===== config.mk =====
export PLATFORM = sky130hd
export DESIGN_NAME = load_store_unit
export DESIGN_NICKNAME = d
export VERILOG_FILES = /design/src/rtl/load_store_unit.sv
export SDC_FILE = /design/constraint.sdc
export NUM_CORES = 1
export LEC_CHECK = 0
export ABC_AREA = 1
export CORE_UTILIZATION = 47
export DETAILED_ROUTE_END_ITERATION = 8
export GPL_ROUTABILITY_DRIVEN = 1
export PLACE_DENSITY = 0.85
export SYNTH_ARGS = -nofsm -noshare
export SYNTH_HDL_FRONTEND = slang
export SYNTH_SLANG_ARGS = --single-unit

===== constraint.sdc =====
create_clock -name clk -period 8.2 [get_ports clk]
set_clock_uncertainty 0.1 [all_clocks]
set_input_delay 2.46 -clock clk [delete_from_list [all_inputs] [get_ports clk]]
set_output_delay 2.46 -clock clk [all_outputs]
set_load 0.03 [all_outputs]

===== src/rtl/load_store_unit.sv =====
// load_store_unit
//   Memory-stage controller in front of data_memory. Accepts one load or
//   store, forms the effective address (base + offset, modular), classifies
//   the access, drives the memory for one ISSUE cycle and returns a single
//   cycle response to writeback.
//
//   State   | meaning
//   --------+--------------------------------------------------------------
//   IDLE    | ready for a request; classification happens on accept
//   ISSUE   | memory enable asserted for exactly this cycle
//   WAIT    | memory performs its registered read
//   CAPTURE | mem_rdata sampled into resp_data at the end of this cycle
//   DONE    | resp_valid pulse; returns to IDLE unconditionally
//
//   Optional build macro: LSU_MISALIGN_TRAP_EN
//     defined     -> misaligned half/word accesses fault, memory untouched
//     not defined -> no alignment check; ea is issued unchanged
//
// Ports
//   clk, rst                 clock, synchronous active-high reset
//   req_valid / req_ready    request handshake (req_ready doubles as stall)
//   req_load, req_store      access kind
//   req_funct3               RISC-V funct3, forwarded as load/store type
//   req_base, req_offset     effective address operands
//   req_wdata, req_rd        store data, destination register
//   mem_*                    data_memory drive (addr, data, types, enables)
//   mem_rdata                data_memory read data (registered by memory)
//   resp_valid               one-cycle response pulse
//   resp_data                load data / faulting ea / 0 for stores
//   resp_rd, resp_rd_we      writeback target and write enable
//   resp_fault               access rejected
module load_store_unit #(
  parameter logic [31:0] ADDR_LIMIT = 32'h0000_1000
) (
  input  logic        clk,
  input  logic        rst,
  input  logic        req_valid,
  output logic        req_ready,
  input  logic        req_load,
  input  logic        req_store,
  input  logic [2:0]  req_funct3,
  input  logic [31:0] req_base,
  input  logic [31:0] req_offset,
  input  logic [31:0] req_wdata,
  input  logic [4:0]  req_rd,
  output logic [31:0] mem_addr,
  output logic [31:0] mem_wdata,
  output logic [2:0]  mem_load_type,
  output logic [2:0]  mem_store_type,
  output logic        mem_read_en,
  output logic        mem_write_en,
  input  logic [31:0] mem_rdata,
  output logic        resp_valid,
  output logic [31:0] resp_data,
  output logic [4:0]  resp_rd,
  output logic        resp_rd_we,
  output logic        resp_fault
);

  typedef enum logic [2:0] {IDLE, ISSUE, WAIT, CAPTURE, DONE} state_t;

  state_t      state;
  logic        is_load;
  logic [31:0] ea;
  logic        illegal;
  logic        out_of_range;
  logic        misaligned;
  logic        fault;

  assign ea = req_base + req_offset;

  // Legal load types: 000,001,010,100,101. Legal store types: 000,001,010.
  always_comb begin
    illegal = 1'b0;
    if (req_load == req_store)
      illegal = 1'b1;
    else if (req_load)
      illegal = (req_funct3 == 3'b011) || (req_funct3[2:1] == 2'b11);
    else
      illegal = (req_funct3 > 3'b010);
  end

  assign out_of_range = (ea >= ADDR_LIMIT);

`ifdef LSU_MISALIGN_TRAP_EN
  // funct3[1:0] encodes size for both loads and stores: 01 half, 10 word.
  assign misaligned = ((req_funct3[1:0] == 2'b01) && ea[0]) ||
                      ((req_funct3[1:0] == 2'b10) && (ea[1:0] != 2'b00));
`else
  assign misaligned = 1'b0;
`endif

  assign fault     = illegal | out_of_range | misaligned;
  assign req_ready = (state == IDLE) && !rst;

  always_ff @(posedge clk) begin
    if (rst) begin
      state          <= IDLE;
      is_load        <= 1'b0;
      mem_addr       <= '0;
      mem_wdata      <= '0;
      mem_load_type  <= '0;
      mem_store_type <= '0;
      mem_read_en    <= 1'b0;
      mem_write_en   <= 1'b0;
      resp_valid     <= 1'b0;
      resp_data      <= '0;
      resp_rd        <= '0;
      resp_rd_we     <= 1'b0;
      resp_fault     <= 1'b0;
    end else begin
      case (state)
        IDLE: begin
          if (req_valid) begin
            resp_rd <= req_rd;
            if (fault) begin
              state      <= DONE;
              resp_valid <= 1'b1;
              resp_fault <= 1'b1;
              resp_data  <= ea;
              resp_rd_we <= 1'b0;
            end else begin
              // Address, data and types stay put until the next legal accept.
              state          <= ISSUE;
              is_load        <= req_load;
              mem_addr       <= ea;
              mem_wdata      <= req_wdata;
              mem_load_type  <= req_funct3;
              mem_store_type <= req_funct3;
              mem_read_en    <= req_load;
              mem_write_en   <= req_store;
            end
          end
        end
        ISSUE: begin
          mem_read_en  <= 1'b0;
          mem_write_en <= 1'b0;
          if (is_load) begin
            state <= WAIT;
          end else begin
            state      <= DONE;
            resp_valid <= 1'b1;
            resp_fault <= 1'b0;
            resp_data  <= '0;
            resp_rd_we <= 1'b0;
          end
        end
        WAIT: begin
          state <= CAPTURE;
        end
        CAPTURE: begin
          // Memory data is returned as-is; extension is the memory's job.
          state      <= DONE;
          resp_valid <= 1'b1;
          resp_fault <= 1'b0;
          resp_data  <= mem_rdata;
          resp_rd_we <= (resp_rd != 5'd0);
        end
        DONE: begin
          state      <= IDLE;
          resp_valid <= 1'b0;
          resp_fault <= 1'b0;
          resp_rd_we <= 1'b0;
        end
        default: state <= IDLE;
      endcase
    end
  end

endmodule

==> results.sh <==
export IMPL_hold_class="reg -> reg"
export IMPL_drc_errors=0
export IMPL_fmax_mhz=155
export IMPL_met2_usage=0.552
export IMPL_wl_mm=25.0
export IMPL_synthCells=1288
export IMPL_dp_hpwl_mm=18.8
export IMPL_die_x_um=129
export IMPL_grt_usage=0.297
export IMPL_reg2reg_depth=8
export IMPL_final_layout_size_suffix_gt1_frac=0.0394
export IMPL_die_area_um2=16700
export IMPL_cp_slowest_stage_delay_ns=0.71
export IMPL_synth_distinct_cells=33
export IMPL_drv_slew=0
export IMPL_vias=8706
export IMPL_post_drt_via_cell_ratio=5.00
export IMPL_synth_compound_area_frac=0.0532
export IMPL_cp_max_fo=8
export IMPL_grt_remaining_overflow=0
export IMPL_cts_resized=0
export IMPL_avgSynthCellArea_um2=5.92
export IMPL_start_util=0.480
export IMPL_syn_to_final_growth_pct=42.3
export IMPL_ys_seq_area_frac=0.297
export IMPL_finalHoldViolations=0
export IMPL_period_share=0.789
export IMPL_drt_iter0_markers=405
export IMPL_cts_root_buf="clkbuf_16"
export IMPL_htreeDepth=4
export IMPL_path_class="in -> out"
export IMPL_holdPathStages=2
export IMPL_grt_pass1_wl_mm=38.7
export IMPL_min_to="mem_addr[24]"
export IMPL_rsz0062_at_grt="false"
export IMPL_fin_setup_tns_ns=0
export IMPL_crit_path_frequent_cell="clkdlybuf4s50_1"
export IMPL_cp_required_ns=5.64
export IMPL_met1_usage=0.323
export IMPL_finalSetupViolCount=0
export IMPL_grt_max_degree=72
export IMPL_synth_xor_area_share=0.0138
export IMPL_muxShareOfSynthArea=0
export IMPL_core_area_um2=15900
export IMPL_top_usage_layer="met2"
export IMPL_drtAntennaViolNets=0
export IMPL_timing_rr_end="mem_wdata[17]"
export IMPL_first_pass_iters=5
export IMPL_cap_violations=0
export IMPL_antenna_found_initial=0
export IMPL_postCtsHoldBufs=0
export IMPL_synth_warning_count=0
export IMPL_fin_crit_ns=6.47
export IMPL_crit_arrival_ns=3.91
export IMPL_grtUsageMet3=0.0566
export IMPL_r2r_start="state[0]"
export IMPL_io_pins=254
export IMPL_nets=1684
export IMPL_ys_ff_latch=113
export IMPL_synth_nets=1461
export IMPL_clkLatencyLatePin_ns=0.41
export IMPL_synth_top_family_by_area="simple AND/OR/NAND/NOR gates"
export IMPL_cts_buffers=17
export IMPL_end_kind="output port"
export IMPL_port_buffers=253
export IMPL_cts_tree="yes"
export IMPL_status="finished, final reports clean"
export IMPL_cts_setup_buffers=0
export IMPL_power_density_nw_per_um2=175
export IMPL_synth_area_um2=7630
export IMPL_ir_drop_v=0.000118
export IMPL_cp_start_kind="input port"
export IMPL_cp_slowest_cell="clkdlybuf4s50_1"
export IMPL_hold_ws_ns=0.362
export IMPL_fp_dieH_um=129
export IMPL_diodes=0
export IMPL_clk_pin_slew_worst_paths_ns=0.06
export IMPL_worst_slew_pin_slew_ns=1.22
export IMPL_fp_row_count=46
export IMPL_final_common_cell="nand2_1"
export IMPL_synth_simple_gate_area_share=0.447
export IMPL_p_leak_nw=5.32
export IMPL_grt_pass1_vias=8007
export IMPL_post_drt_wl_per_cell_um=14.4
export IMPL_final_cell_mix="nand2_1, clkdlybuf4s50_1, nor2_1"
export IMPL_cts_buffer_depth=2
export IMPL_rrSetupSlack_ns=4.87
export IMPL_clock_sinks=113
export IMPL_gp_congestion=0.937
export IMPL_synth_fa_ha_area_frac=0.0535
export IMPL_path_cells="clkdlybuf4s50_1 > nor2_1 > clkdlybuf4s50_1"
export IMPL_slew_headroom=0.188
export IMPL_hold_start="mem_addr[24]"
-- critical path: cells and delay by family --
family,cells,cell delay [ns]
buffers and inverters,2,1.28
and+or+nand+nor,1,0.16
-- cell usage after synthesis --
master / n / share of area
a211o_1: 1 / 0.0011
nor3_1: 6 / 0.0039
clkbuf_1: 20 / 0.0098
nand3_4: 1 / 0.0023
inv_1: 195 / 0.096
nand2_1: 393 / 0.19
nand4_1: 55 / 0.045
buf_4: 5 / 0.0049
dfxtp_1: 113 / 0.30
buf_1: 13 / 0.0064
or2_1: 1 / 0.00082
buf_8: 2 / 0.0039
a21oi_1: 32 / 0.021
clkinv_1: 3 / 0.0015
a22o_1: 5 / 0.0057
and3_1: 1 / 0.00082
nand3_2: 1 / 0.0013
nand3b_1: 33 / 0.032
buf_2: 12 / 0.0079
xnor2_1: 11 / 0.013
fa_1: 1 / 0.0026
and2_1: 4 / 0.0033
buf_6: 1 / 0.0015
nor2_1: 229 / 0.11
xor2_1: 1 / 0.0011
nor2_4: 2 / 0.0030
nand3_1: 63 / 0.041
ha_1: 31 / 0.051
o21bai_1: 3 / 0.0030
nand2_2: 3 / 0.0025
o21ai_0: 34 / 0.022
inv_2: 8 / 0.0039
nor2_2: 5 / 0.0041
-- where the power goes --
part	leakage [nW]	switching, mW	internal [mW]	total [mW]
Sequential	0.920	0.0140	0.574	0.588
Clock	0.318	0.288	0.519	0.808
Combinational	4.08	0.297	0.211	0.508
-- stage by stage --
| step | std cells | setup slack, ns | util | cell area (um^2) | total power, mW |
|---|---|---|---|---|---|
| 2_1_floorplan | 1288 | 2.58 | - | 7630 | 0.907 |
| 3_3_place_gp | 1708 | 1.74 | 0.643 | 10200 | 1.10 |
| 3_5_place_dp | 1708 | 1.69 | 0.643 | 10200 | 1.10 |
| 4_1_cts | 1740 | 1.73 | 0.683 | 10900 | 1.91 |
| 5_1_grt | 1740 | 1.65 | 0.683 | 10900 | 1.99 |
| 6_report | 1740 | 1.73 | 0.683 | 10900 | 1.90 |
-- state kept, by name (all words and copies together), names as in the netlist --
register	flops
mem_addr	32
resp_rd	5
state	3
resp_rd_we	1
mem_read_en	1
resp_data	32
mem_store_type	3
mem_wdata	32
is_load	1
resp_fault	1
mem_write_en	1
resp_valid	1
-- worst max-delay path by stage --
stage,start,end,slack [ns],cells after the start
global route,rst,req_ready,1.65,3
global placement,rst,req_ready,1.74,3
detailed placement,req_base[0],mem_wdata[23],1.69,21
CTS,rst,req_ready,1.73,3
floorplan,rst,req_ready,2.58,2
finish,rst,req_ready,1.73,3
-- logic make-up (layout without fill, tap and decap cells) --
group           after synthesis  in the layout
simple gates                797            797
flops                       113            113
compound gates               75             75
fa+ha+maj                    32             32
buf+inv                     259            495
xor+xnor                     12             12
-- final cells by class --
type	count	area (um^2)
fill	1389	5030
tap	216	270
clock buffer	17	425
inverter	206	774
multi-input combinational	916	4340
clock inverter	15	221
sequential	113	2260
timing repair buffer	257	2560
-- metal layers --
layer / vias to the layer above / wire length [um]
met5: - / 0
met4: 0 / 938
met3: 66 / 1680
met2: 343 / 12700
met1: 3874 / 9710
li1: 4423 / -
(Power assumes the default switching activity.)
==> patch 1 (same flow settings) <==
Add a define of `LSU_MISALIGN_TRAP_EN`.
--- a/src/rtl/load_store_unit.sv
+++ b/src/rtl/load_store_unit.sv
@@ -31,2 +31,4 @@
 //   resp_fault               access rejected
+`define LSU_MISALIGN_TRAP_EN
+
 module load_store_unit #(
Formal check against the unedited RTL: not equivalent (a bounded check fails within 4 cycles, from zero or initial values and one cycle with rst high).
==> patch 1 against the original RTL <==
- area after synthesis is 3.8% higher
- total power down 5.3%
- count of clock-buffer cells in the layout is 1 higher
- die area rose by 3.7%
- design area up 1.8%
- sequential share of layout area is 0.36 points lower
- wire length decreased by 5.5%
- sequential cell count stayed put
- worst setup slack gained 16 ps
- critical endpoint unchanged
- largest cell class unchanged
==> patch 1: results <==
group,metric,value,unit
synth,synthTopCellsByCount,"448 x nand2_1, 217 x inv_1, 201 x nor2_1, 113 x dfxtp_1, 45 x nand3_1",
final_layout,n_fill_cell,1450,
power_and_ir_drop,peakVddDrop,0.160,mV
setup_path,max_stage_delay,670,ps
routing,wire_per_inst,13.3,µm
global_route,grt_pass1_vias,8073,
global_route,grt_pass1_wl,38.2,mm
synth,synth_seq_area_share,0.286,
setup_path,r2r_slack,5150,ps
power_and_ir_drop,internal-power,1220,µW
final_layout,layout-drive-gt1-share,0.0776,
global_route,met2_usage,0.492,
synth,syn_nets,1486,
global_route,antenna_found_initial,1,
clocking,holdBufCountCts,0,
setup_path,rr_worst_depth,11,
outcome,outcome,"complete, no violations",
routing,via_per_inst,4.82,
place,dp_hpwl,18.6,mm
power_and_ir_drop,pwr-share-clk,0.390,
global_route,grt_max_degree,80,
power_and_ir_drop,comb_power_share,0.283,
global_route,gr-usage-met3,0.0504,
global_route,grt_usage,0.274,
routing,drtPass1Iterations,7,
place,finalWeightedCongestion,0.950,
timing,period_minus_slack,6450,ps
setup_path,cp_max_fo,9,
routing,drtIter0Drc,481,
synth,ys_types,37,
place,pre_cts_slack,1760,ps
## patch 1: cell count changes in the layout (fill, tap and decap cells not counted), sizes merged, moves of 3 or more
| cell | before | now |
|---|---|---|
| nand3 | 65 | 68 |
| and2 | 4 | 1 |
| clkinvlp | 0 | 4 |
| inv | 210 | 227 |
| bufinv | 4 | 1 |
| nand2 | 396 | 459 |
| nand4 | 55 | 11 |
## patch 1: path summary, 6_finish.rpt
check / from / end
setup reg to reg: state[2]$_SDFFE_PP0P_ / resp_data[22]$_SDFFE_PP0P_
setup / recovery: rst / req_ready
hold reg to reg: mem_addr[21]$_SDFFE_PP0P_ / mem_addr[21]$_SDFFE_PP0P_
hold / removal: mem_addr[21]$_SDFFE_PP0P_ / mem_addr[21]$_SDFFE_PP0P_
## patch 1: stage by stage
| stage | cells | cell area [µm²] |
|---|---|---|
| 2_1_floorplan | 1313 | 7920 |
| 3_3_place_gp | 1748 | 10500 |
| 3_5_place_dp | 1748 | 10500 |
| 4_1_cts | 1780 | 11000 |
| 5_1_grt | 1781 | 11000 |
| 6_report | 1781 | 11000 |
## patch 1: final cells by class
type                    instances  share of cell area
diodes                          1            0.000227
clock buffers                  18              0.0398
clock inverters                14              0.0118
inverters                     223              0.0761
multi-input cells             935               0.410
flip-flops and latches        113               0.205
well taps                     220              0.0249
repair buffers                257               0.232
## patch 1: cell families (layout without fill, tap and decap cells)
group                      after synthesis  count (layout)  share of synthesized area
AOI/OAI and AO/OA                       73              73                     0.0500
xor gates and xnor gates                12              12                     0.0133
adders and majority gates               32              32                     0.0515
buffers and inverters                  265             512                      0.143
DFF                                    113             113                      0.286
other                                    0               1                          0
and+or+nand+nor                        818             818                      0.457
## patch 1: layer usage
layer	wire length (µm)	vias up
li1	-	4426
met1	10100	3823
met2	11500	295
met3	1290	46
met4	712	0
met5	0	-
==> patch 2 (same flow settings) <==
Made on the original files. Register the input `req_offset` before use. The logic sees it one clock later. The other inputs are not delayed to match.
--- a/src/rtl/load_store_unit.sv
+++ b/src/rtl/load_store_unit.sv
@@ -61,2 +61,8 @@
 
+  logic [31:0] req_offset_q;
+
+  always_ff @(posedge clk) begin
+    req_offset_q <= req_offset;
+  end
+
   state_t      state;
@@ -69,3 +75,3 @@
 
-  assign ea = req_base + req_offset;
+  assign ea = req_base + req_offset_q;
 
Check against the original RTL: not equivalent (Yosys sat finds a counterexample within 4 cycles, from zero or initial values and one cycle with rst high).
==> patch 2 against the original RTL <==
- critical path depth is 1 higher
- sequential cell count is 32 higher
- design area is 2.3% higher
- wire length is 6.2% lower
- area after synthesis is 3.4% higher
- total power is 3.7% higher
- worst setup slack better by 8.8 ps
- die area is 3.3% higher
- critical endpoint unchanged
- largest cell class unchanged
==> patch 2: results <==
group,metric,value,unit
global_route,grt_pass1_wl,38.7,mm
clocking,clk_path_buf_depth,2,
routing,wire_per_inst,13.6,µm
place,dp_hpwl,17.7,mm
synth,ys_types,30,
min_path,holdPathEnd,"mem_addr[19]$_SDFFE_PP0P_",
routing,wirelength,23.4,mm
synth,synth_compound_area_frac,0.0568,
global_route,grt_usage,0.279,
setup_path,critPathCapture,"req_ready",
global_route,overflow,0,
min_path,worstHoldStart,"mem_addr[19]$_SDFFE_PP0P_",
setup_path,cp_top_family,"buffers and inverters",
place,place_area,10500,µm²
synth,synthTopCellsByCount,"433 x nand2_1, 232 x nor2_1, 184 x inv_1, 145 x dfxtp_1, 41 x nand3_1",
setup_path,r2r_slack,4130,ps
setup_path,max_stage_delay,600,ps
timing,hold_ws,336,ps
routing,num_vias,8250,
global_route,antenna_found_initial,0,
synth,yosys_most_used_dff,"dfxtp_1",
setup_path,timing.rr.start,"req_offset_q[0]$_DFF_P_",
synth,syn_nets,1430,
clocking,root_buffer,"clkbuf_16",
synth,syn_avg_cell_area,6.27,µm²
synth,synth_area_leaders,"dfxtp_1 37%, nand2_1 21%, nor2_1 11%",
clocking,clk_pin_slew,70,ps
timing,finalCritPeriodShare,0.788,
synth,synth_adder_area_share,0.0517,
setup_path,worstPathArrival,3900,ps
synth,synth_seq_area_share,0.368,
power_and_ir_drop,peakVddDrop,0.152,mV
synth,async_flop_share,0,
setup_path,rr_worst_depth,18,
final_layout,layout-drive-gt1-share,0.0326,
synth,yosysWarnings,0,
clocking,numCtsBuffers,17,
min_path,holdPathStages,2,
synth,synthMuxAreaShare,0,
timing,max_slew.worst_pin.slew,1110,ps
setup_path,r2r_end,"resp_data[10]$_SDFFE_PP0P_",
place,finalWeightedCongestion,0.899,
place,pre_cts_slack,1550,ps
global_route,grt_pass1_vias,7919,
outcome,outcome,"complete, no violations",
clocking,cts_setup_buffers,0,
setup_path,cp_slowest_cell,"clkdlybuf4s50_1",
synth,synthXorXnorAreaFrac,0.0144,
power_and_ir_drop,p_leak,0.00556,µW
setup_path,cp_max_fo,29,
setup_path,critPathLaunch,"rst",
synth,synth_top_family_by_area,"simple AND/OR/NAND/NOR gates",
min_path,hp-class,"reg -> reg",
clocking,clk_latency,430,ps
routing,drtIter0Drc,584,
global_route,grt_max_degree,77,
final_layout,n_antenna_cell,0,
place,io_buffers,253,
## patch 2: cell count changes in the layout (fill, tap and decap cells not counted), moves of 11 or more
cell / unedited run / this run
nand2_1: 393 / 433
o21ai_0: 34 / 22
nand4_1: 55 / 6
nand3_1: 63 / 41
dfxtp_1: 113 / 145
inv_1: 195 / 184
## patch 2: layout make-up
type,instances,area [µm²]
Fill cell,1341,5010
Inverter,189,709
Sequential cell,145,2900
Clock inverter,13,129
Clock buffer,19,443
Multi-Input combinational cell,881,4080
Tap cell,216,270
Timing Repair Buffer,258,2570
## patch 2: power by group
group	total [µW]	switching (µW)	leakage [µW]	internal (µW)
Combinational	462	259	0.00409	203
Clock	757	326	0.000280	431
Sequential	754	18.1	0.00119	736
Total	1970	603	0.00556	1370
## patch 2: layer usage
metal / vias to the layer above / global-route usage / share of wire
met2: 311 / 0.481 / 0.48
met4: 0 / 0.119 / 0.029
met1: 3619 / 0.340 / 0.44
met5: - / 0 / 0
met3: 51 / 0.0505 / 0.058
li1: 4269 / - / -
